[config.mk]
export PLATFORM = sky130hd
export DESIGN_NAME = zoom_stream_packer
export DESIGN_NICKNAME = d
export VERILOG_FILES = /design/src/rtl/zoom_stream_packer.sv
export SDC_FILE = /design/constraint.sdc
export NUM_CORES = 1
export LEC_CHECK = 0
export ABC_AREA = 1
export BUFFER_PORTS_ARGS = -buffer_cell sky130_fd_sc_hd__buf_4
export CAP_MARGIN = 15
export CORE_ASPECT_RATIO = 1.4
export CORE_MARGIN = 2
export CORE_UTILIZATION = 61
export DETAILED_ROUTE_END_ITERATION = 16
export HOLD_SLACK_MARGIN = 0.12
export PLACE_DENSITY = 0.8
export SYNTH_ARGS = -nofsm -noshare
export SYNTH_HDL_FRONTEND = slang
export SYNTH_SLANG_ARGS = --single-unit
[constraint.sdc]
create_clock -name clk -period 3.7 [get_ports clk]
set_input_delay 0.555 -clock clk [delete_from_list [all_inputs] [get_ports clk]]
set_output_delay 0.555 -clock clk [all_outputs]
set_load 0.02 [all_outputs]
[src/rtl/zoom_stream_packer.sv]
// Packs an 8-bit grayscale pixel stream into RGB565 beats through a
// first-word-fall-through FIFO with frame start/end tagging.
module zoom_stream_packer #(
  parameter int IMG_WIDTH  = 640,
  parameter int IMG_HEIGHT = 480,
  parameter int FIFO_DEPTH = 16
) (
  input  logic                          clk,
  input  logic                          reset,
  input  logic [7:0]                    pixel_in,
  input  logic                          pixel_in_valid,
  input  logic                          out_ready,
  output logic [15:0]                   out_data,
  output logic                          out_valid,
  output logic                          out_sop,
  output logic                          out_eop,
  output logic [$clog2(FIFO_DEPTH):0]   fifo_level,
  output logic                          overflow,
  output logic                          frame_done
);

  localparam int AW = $clog2(FIFO_DEPTH);
  localparam int LW = AW + 1;
  localparam int XW = (IMG_WIDTH > 1) ? $clog2(IMG_WIDTH) : 1;
  localparam int YW = (IMG_HEIGHT > 1) ? $clog2(IMG_HEIGHT) : 1;

  localparam logic [XW-1:0] X_LAST = XW'(IMG_WIDTH - 1);
  localparam logic [YW-1:0] Y_LAST = YW'(IMG_HEIGHT - 1);
  localparam logic [LW-1:0] L_FULL = LW'(FIFO_DEPTH);

  // entry layout: {pixel[7:0], sop_tag, eop_tag}
  logic [9:0]    mem_q [FIFO_DEPTH];
  logic [AW-1:0] wr_ptr_q, wr_ptr_d;
  logic [AW-1:0] rd_ptr_q, rd_ptr_d;
  logic [LW-1:0] level_q, level_d;
  logic [XW-1:0] x_q, x_d;
  logic [YW-1:0] y_q, y_d;
  logic          overflow_q, overflow_d;
  logic          frame_done_q, frame_done_d;

  logic [9:0] head;
  logic       full;
  logic       not_empty;
  logic       pop;
  logic       push;
  logic       drop;
  logic       sop_tag;
  logic       eop_tag;

  always_comb begin
    head      = mem_q[rd_ptr_q];
    full      = (level_q == L_FULL);
    not_empty = (level_q != '0);
    pop       = not_empty && out_ready;
    push      = pixel_in_valid && (!full || pop);
    drop      = pixel_in_valid && full && !pop;
    sop_tag   = (x_q == '0) && (y_q == '0);
    eop_tag   = (x_q == X_LAST) && (y_q == Y_LAST);
  end

  always_comb begin
    wr_ptr_d     = wr_ptr_q;
    rd_ptr_d     = rd_ptr_q;
    level_d      = level_q;
    x_d          = x_q;
    y_d          = y_q;
    overflow_d   = overflow_q | drop;
    frame_done_d = pop && head[0];

    if (push) wr_ptr_d = wr_ptr_q + AW'(1);
    if (pop)  rd_ptr_d = rd_ptr_q + AW'(1);

    unique case ({push, pop})
      2'b10:   level_d = level_q + LW'(1);
      2'b01:   level_d = level_q - LW'(1);
      default: level_d = level_q;
    endcase

    // position advances on every valid pixel, dropped or not
    if (pixel_in_valid) begin
      if (x_q == X_LAST) begin
        x_d = '0;
        y_d = (y_q == Y_LAST) ? '0 : y_q + YW'(1);
      end else begin
        x_d = x_q + XW'(1);
      end
    end
  end

  always_ff @(posedge clk) begin
    if (reset) begin
      wr_ptr_q     <= '0;
      rd_ptr_q     <= '0;
      level_q      <= '0;
      x_q          <= '0;
      y_q          <= '0;
      overflow_q   <= 1'b0;
      frame_done_q <= 1'b0;
    end else begin
      wr_ptr_q     <= wr_ptr_d;
      rd_ptr_q     <= rd_ptr_d;
      level_q      <= level_d;
      x_q          <= x_d;
      y_q          <= y_d;
      overflow_q   <= overflow_d;
      frame_done_q <= frame_done_d;
    end
  end

  always_ff @(posedge clk) begin
    if (!reset && push) begin
      mem_q[wr_ptr_q] <= {pixel_in, sop_tag, eop_tag};
    end
  end

  always_comb begin
    out_valid  = not_empty;
    out_data   = {head[9:5], head[9:4], head[9:5]};
    out_sop    = not_empty && head[1];
    out_eop    = not_empty && head[0];
    fifo_level = level_q;
    overflow   = overflow_q;
    frame_done = frame_done_q;
  end

endmodule

=== Yosys cells after proc, flatten, opt, wreduce, memory -nomap -nowiden ===
Memories as Yosys holds them, arrays and structs flattened. A register that Yosys moved wholly into a read port is not among the register bits.
Cells that the tools add are included.

* Bitwise operators: 1
* Add/sub/neg operators: 6
* Eq/ne operators: 5
* Mux-type cells: 7
* Reduce and logical (&&, ||, !) cells: 19

{| class="wikitable"
|+ Operator list
! operator !! count
|-
| 10-bit by 1-bit adder with 10-bit output, second input constant || 1
|-
| 10-bit == test, second input constant || 1
|-
| 1-bit logical AND || 10
|-
| 10-bit logical NOT || 1
|-
| 10-bit two-way mux || 1
|-
| 5-bit case mux with 2 select lines || 1
|-
| 9-bit by 1-bit adder with 9-bit output, second input constant || 1
|-
| 9-bit == test, second input constant || 1
|-
| 9-bit logical NOT || 1
|-
| 9-bit two-way mux || 1
|-
| 4-bit by 1-bit adder with 4-bit output, second input constant || 2
|-
| 4-bit two-way mux || 2
|-
| 5-bit by 1-bit adder with 5-bit output, second input constant || 1
|-
| 5-bit == test, second input constant || 1
|-
| 5-bit nonzero test || 1
|-
| 5-bit by 1-bit subtractor with 5-bit output, second input constant || 1
|-
| 1-bit logical NOT || 3
|-
| 2-bit by 1-bit == test with 1-bit output, second input constant || 1
|-
| 2-bit == test, second input constant || 1
|-
| 1-bit two-way mux || 2
|-
| 2-bit AND reduction || 1
|-
| 2-bit nonzero test || 1
|-
| 1-bit logical OR || 1
|-
| 1-bit OR || 1
|}

* Logic and storage cells: 46
* Flip-flop bits (word level): 34
* Input bits: 12
* Memory bits (writable): 160
* Output and inout port bits: 26
* Memories: 1

{| class="wikitable"
|+ Memory list
! name !! words !! bits a word !! rd ports !! clocked after Yosys merged registers in !! write ports !! line !! source
|-
| mem_q || 16 || 10 || 1 || 1 || 1 || 32 || <nowiki>logic [9:0] mem_q [FIFO_DEPTH];</nowiki>
|}

=== Logic depth before layout (Yosys ltp) ===
* Depth in word-level cells: 7
* Mapped depth: 14
* Gate-level depth less buffers: 14

=== Worst setup path after synthesis ===
No wires, ideal clock.

* Path type: reg-to-output
* Start point: register (tool-made name)
* End point: output out_data[13]
* Cell stages (with the launch flop): 9
* Data arrival time: 1.540 ns
* Required time: 3.145 ns
* Path buffers: 4
* Slack: 1.605 ns
* Cells stage by stage: dfxtp_1 buf_2 buf_2 buf_2 nor2_1 o221ai_1 o211ai_1 nand2_1 buf_4

{| class="wikitable"
|+ RTL lines
! what !! line !! source
|-
| to (decl) || 13 || <nowiki>output logic [15:0] out_data,</nowiki>
|}

==> impl_metrics.toml <==
[logic_synthesis]
yosysMostFrequentCell = "edfxtp_1"
synth-main-ff-cell = "edfxtp_1"
yosys.area.top_type = "edfxtp_1"
synth_cell_types = 37
seq_area_frac_synth = 0.648
synth_area_um2 = 7100
synthTopCellsByCount = "edfxtp_1 (128), nor2_1 (111), o21ai_0 (77)"
syn_avg_cell_area_um2 = 10.9
synthArstFlopShare = 0
synth_edf_count = 128
synth_nets = 673
synth_top_cell_area_share = 0.541
synth_warnings = 0
synthCells = 651
synth.area.top_cells = "edfxtp_1 (54%), dfxtp_1 (11%), nor2_1 (5.9%)"
synth_seq_cells = 166

[power_and_ir_drop]
total_power_uw = 5130
power_density_nw_per_um2 = 638
peakVddDrop_uv = 388
static-leakage-power_uw = 0.00284

[finish]
fin_nets = 696
design_area_um2 = 8030
diodes = 0
final_layout_size_suffix_gt1_frac = 0.144
area_growth_pct = 13.1

[min_path]
hp-start = "reset"
min_to = "fifo_level[1]$_SDFFE_PP0P_"
min_path_type = "in -> reg"
hold_path_depth = 2

[worst_setup_path]
r2r_end = "mem_q[6][7]$_DFFE_PP_"
end_kind = "output port"
cpMaxStageDelayCell = "buf_4"
critPathMaxFanout = 64
cp.arrival_ns = 2.46
reg2reg_slack_ns = 1.41
reg2reg_depth = 6
worstSetupPathType = "reg -> out"
crit_cells = 8
required_ns = 3.14
crit_path_cell_trace = "buf_4, o21ai_0, o22ai_1, nor2_1, nor2_1, o21ai_0, a21oi_1, buf_4"
critPathMaxStageDelay_ns = 0.52
start_kind = "flop"
r2r-start = "fifo_level[2]$_SDFFE_PP0P_"
crit_family = "compound AO/OA/AOI/OAI gates"
crit_buf_inv = 2

[floorplan]
die_y_um = 132
fp.dieW_um = 95.2
fp.coreArea_um2 = 11300
rows = 46
start_util = 0.627
die_area_um2 = 12500
ioPinCount = 38

[clock_network]
clockBufferDepth = 2
post-cts-setup-buffers = 0
tritoncts.num_buffers = 17
clk_pin_slew_ns = 0.06
cts_resized = 0
cts_num_sinks = 166
cts_hold_buf = 0
root_buffer = "clkbuf_16"
h-tree-depth = 4
worstSkewPairLatency_ns = 0.43
tritoncts = "built"

[grt]
grt_pass1_vias = 5007
grt_overflow = 0
grt_pass1_wl_um = 24300
antenna_found_initial = 0
grt_usage = 0.261
grt_max_degree = 65

[detailed_routing]
drc = 0
wl_per_cell_um = 18.8
dr.pass1.iters = 5
drt-total-wl_um = 15600
vias = 5016
postRouteAntennaNets = 0
drt-initial-drc-count = 504
avgViaCountPerCell = 6.04

[flow_run]
cap_violations = 0

[sta]
fin_crit_sh = 0.814
whs_ns = 0.422
finalSetupTns_ns = 0
finalHoldViolations = 0
setup_slack_ns = 0.690
finalCriticalPeriod_ns = 3.01
finalSetupViolations = 0
final-max-slew-violation-count = 0
rsz0062_at_grt = "false"
finClkSkew_ns = 0.00848
tightest_slew_ns = 1.08
max_freq_mhz = 332
timing.slew.headroom = 0.277

[placement]
dpl.hpwl_um = 9690
post-place-ws_ns = 1.17
portBuffers = 35
dpl_cell_area_um2 = 7410
gp_congestion = 0.797

[outcome]
status = "finished, final reports clean"
-- through the flow --
stage          std cells   util
3_3_place_gp         799  0.653
6_report             831  0.708
3_5_place_dp         799  0.653
2_1_floorplan        651      -
5_1_grt              831  0.708
4_1_cts              831  0.708
-- worst max path at each step --
| stage | to | slack [ns] |
|---|---|---|
| detailed placement | out_sop | 1.17 |
| CTS | out_sop | 0.73 |
| finish | out_sop | 0.69 |
| global placement | mem_q[6][9]$_DFFE_PP_ | 1.25 |
| global route | out_data[14] | 0.59 |
| floorplan | out_data[13] | 1.61 |
-- cells by family after synthesis --
| group | count (synthesis) | share of synthesized area |
|---|---|---|
| simple gates | 237 | 0.154 |
| flops | 166 | 0.648 |
| compound gates | 139 | 0.115 |
| buf+inv | 91 | 0.0557 |
| fa+ha+maj | 10 | 0.0176 |
| xor+xnor | 8 | 0.00986 |
-- registers in the layout, summed over array words and instances (netlist names), named ones only --
| register | flops |
|---|---|
| wr_ptr_q | 4 |
| overflow | 1 |
| x_q | 10 |
| fifo_level | 5 |
| mem_q | 128 |
| frame_done | 1 |
| rd_ptr_q | 4 |
| y_q | 9 |
-- metal layers --
layer	global-route usage	vias to the layer above	wire length, um
met2	0.460	215	8500
met5	0	-	0
met1	0.290	2410	5670
met4	0.135	0	512
li1	-	2342	-
met3	0.0505	49	922
-- power breakdown --
group          switching, uW  internal, uW  leakage [uW]
logic                    775           394       0.00108
registers               54.4          2060       0.00146
clock network            757          1080      0.000305
-- area by class of cell --
class	count	area, um^2
Tap cell	144	180
Multi-Input combinational cell	394	2120
Timing Repair Buffer	41	308
Sequential cell	166	4610
Clock inverter	14	188
Clock buffer	18	429
Fill cell	762	3310
Inverter	54	203
-- layout by cell type, fill, tap and decap left out, types with 3 or more instances in the layout --
cell,count
xor2_1,7
nor3_1,9
inv_1,44
o21ai_0,77
bufinv_16,3
nand4_1,11
nand2_1,55
o221ai_1,23
edfxtp_1,128
nand3_1,31
a21oi_1,20
o22ai_1,7
o211ai_1,8
dfxtp_1,37
ha_1,10
nor3_2,3
buf_4,41
nor2_1,111
clkbuf_16,17
nand2_2,5
inv_2,8
inv_6,6
Note: power is estimated with default switching activity, not from simulation.
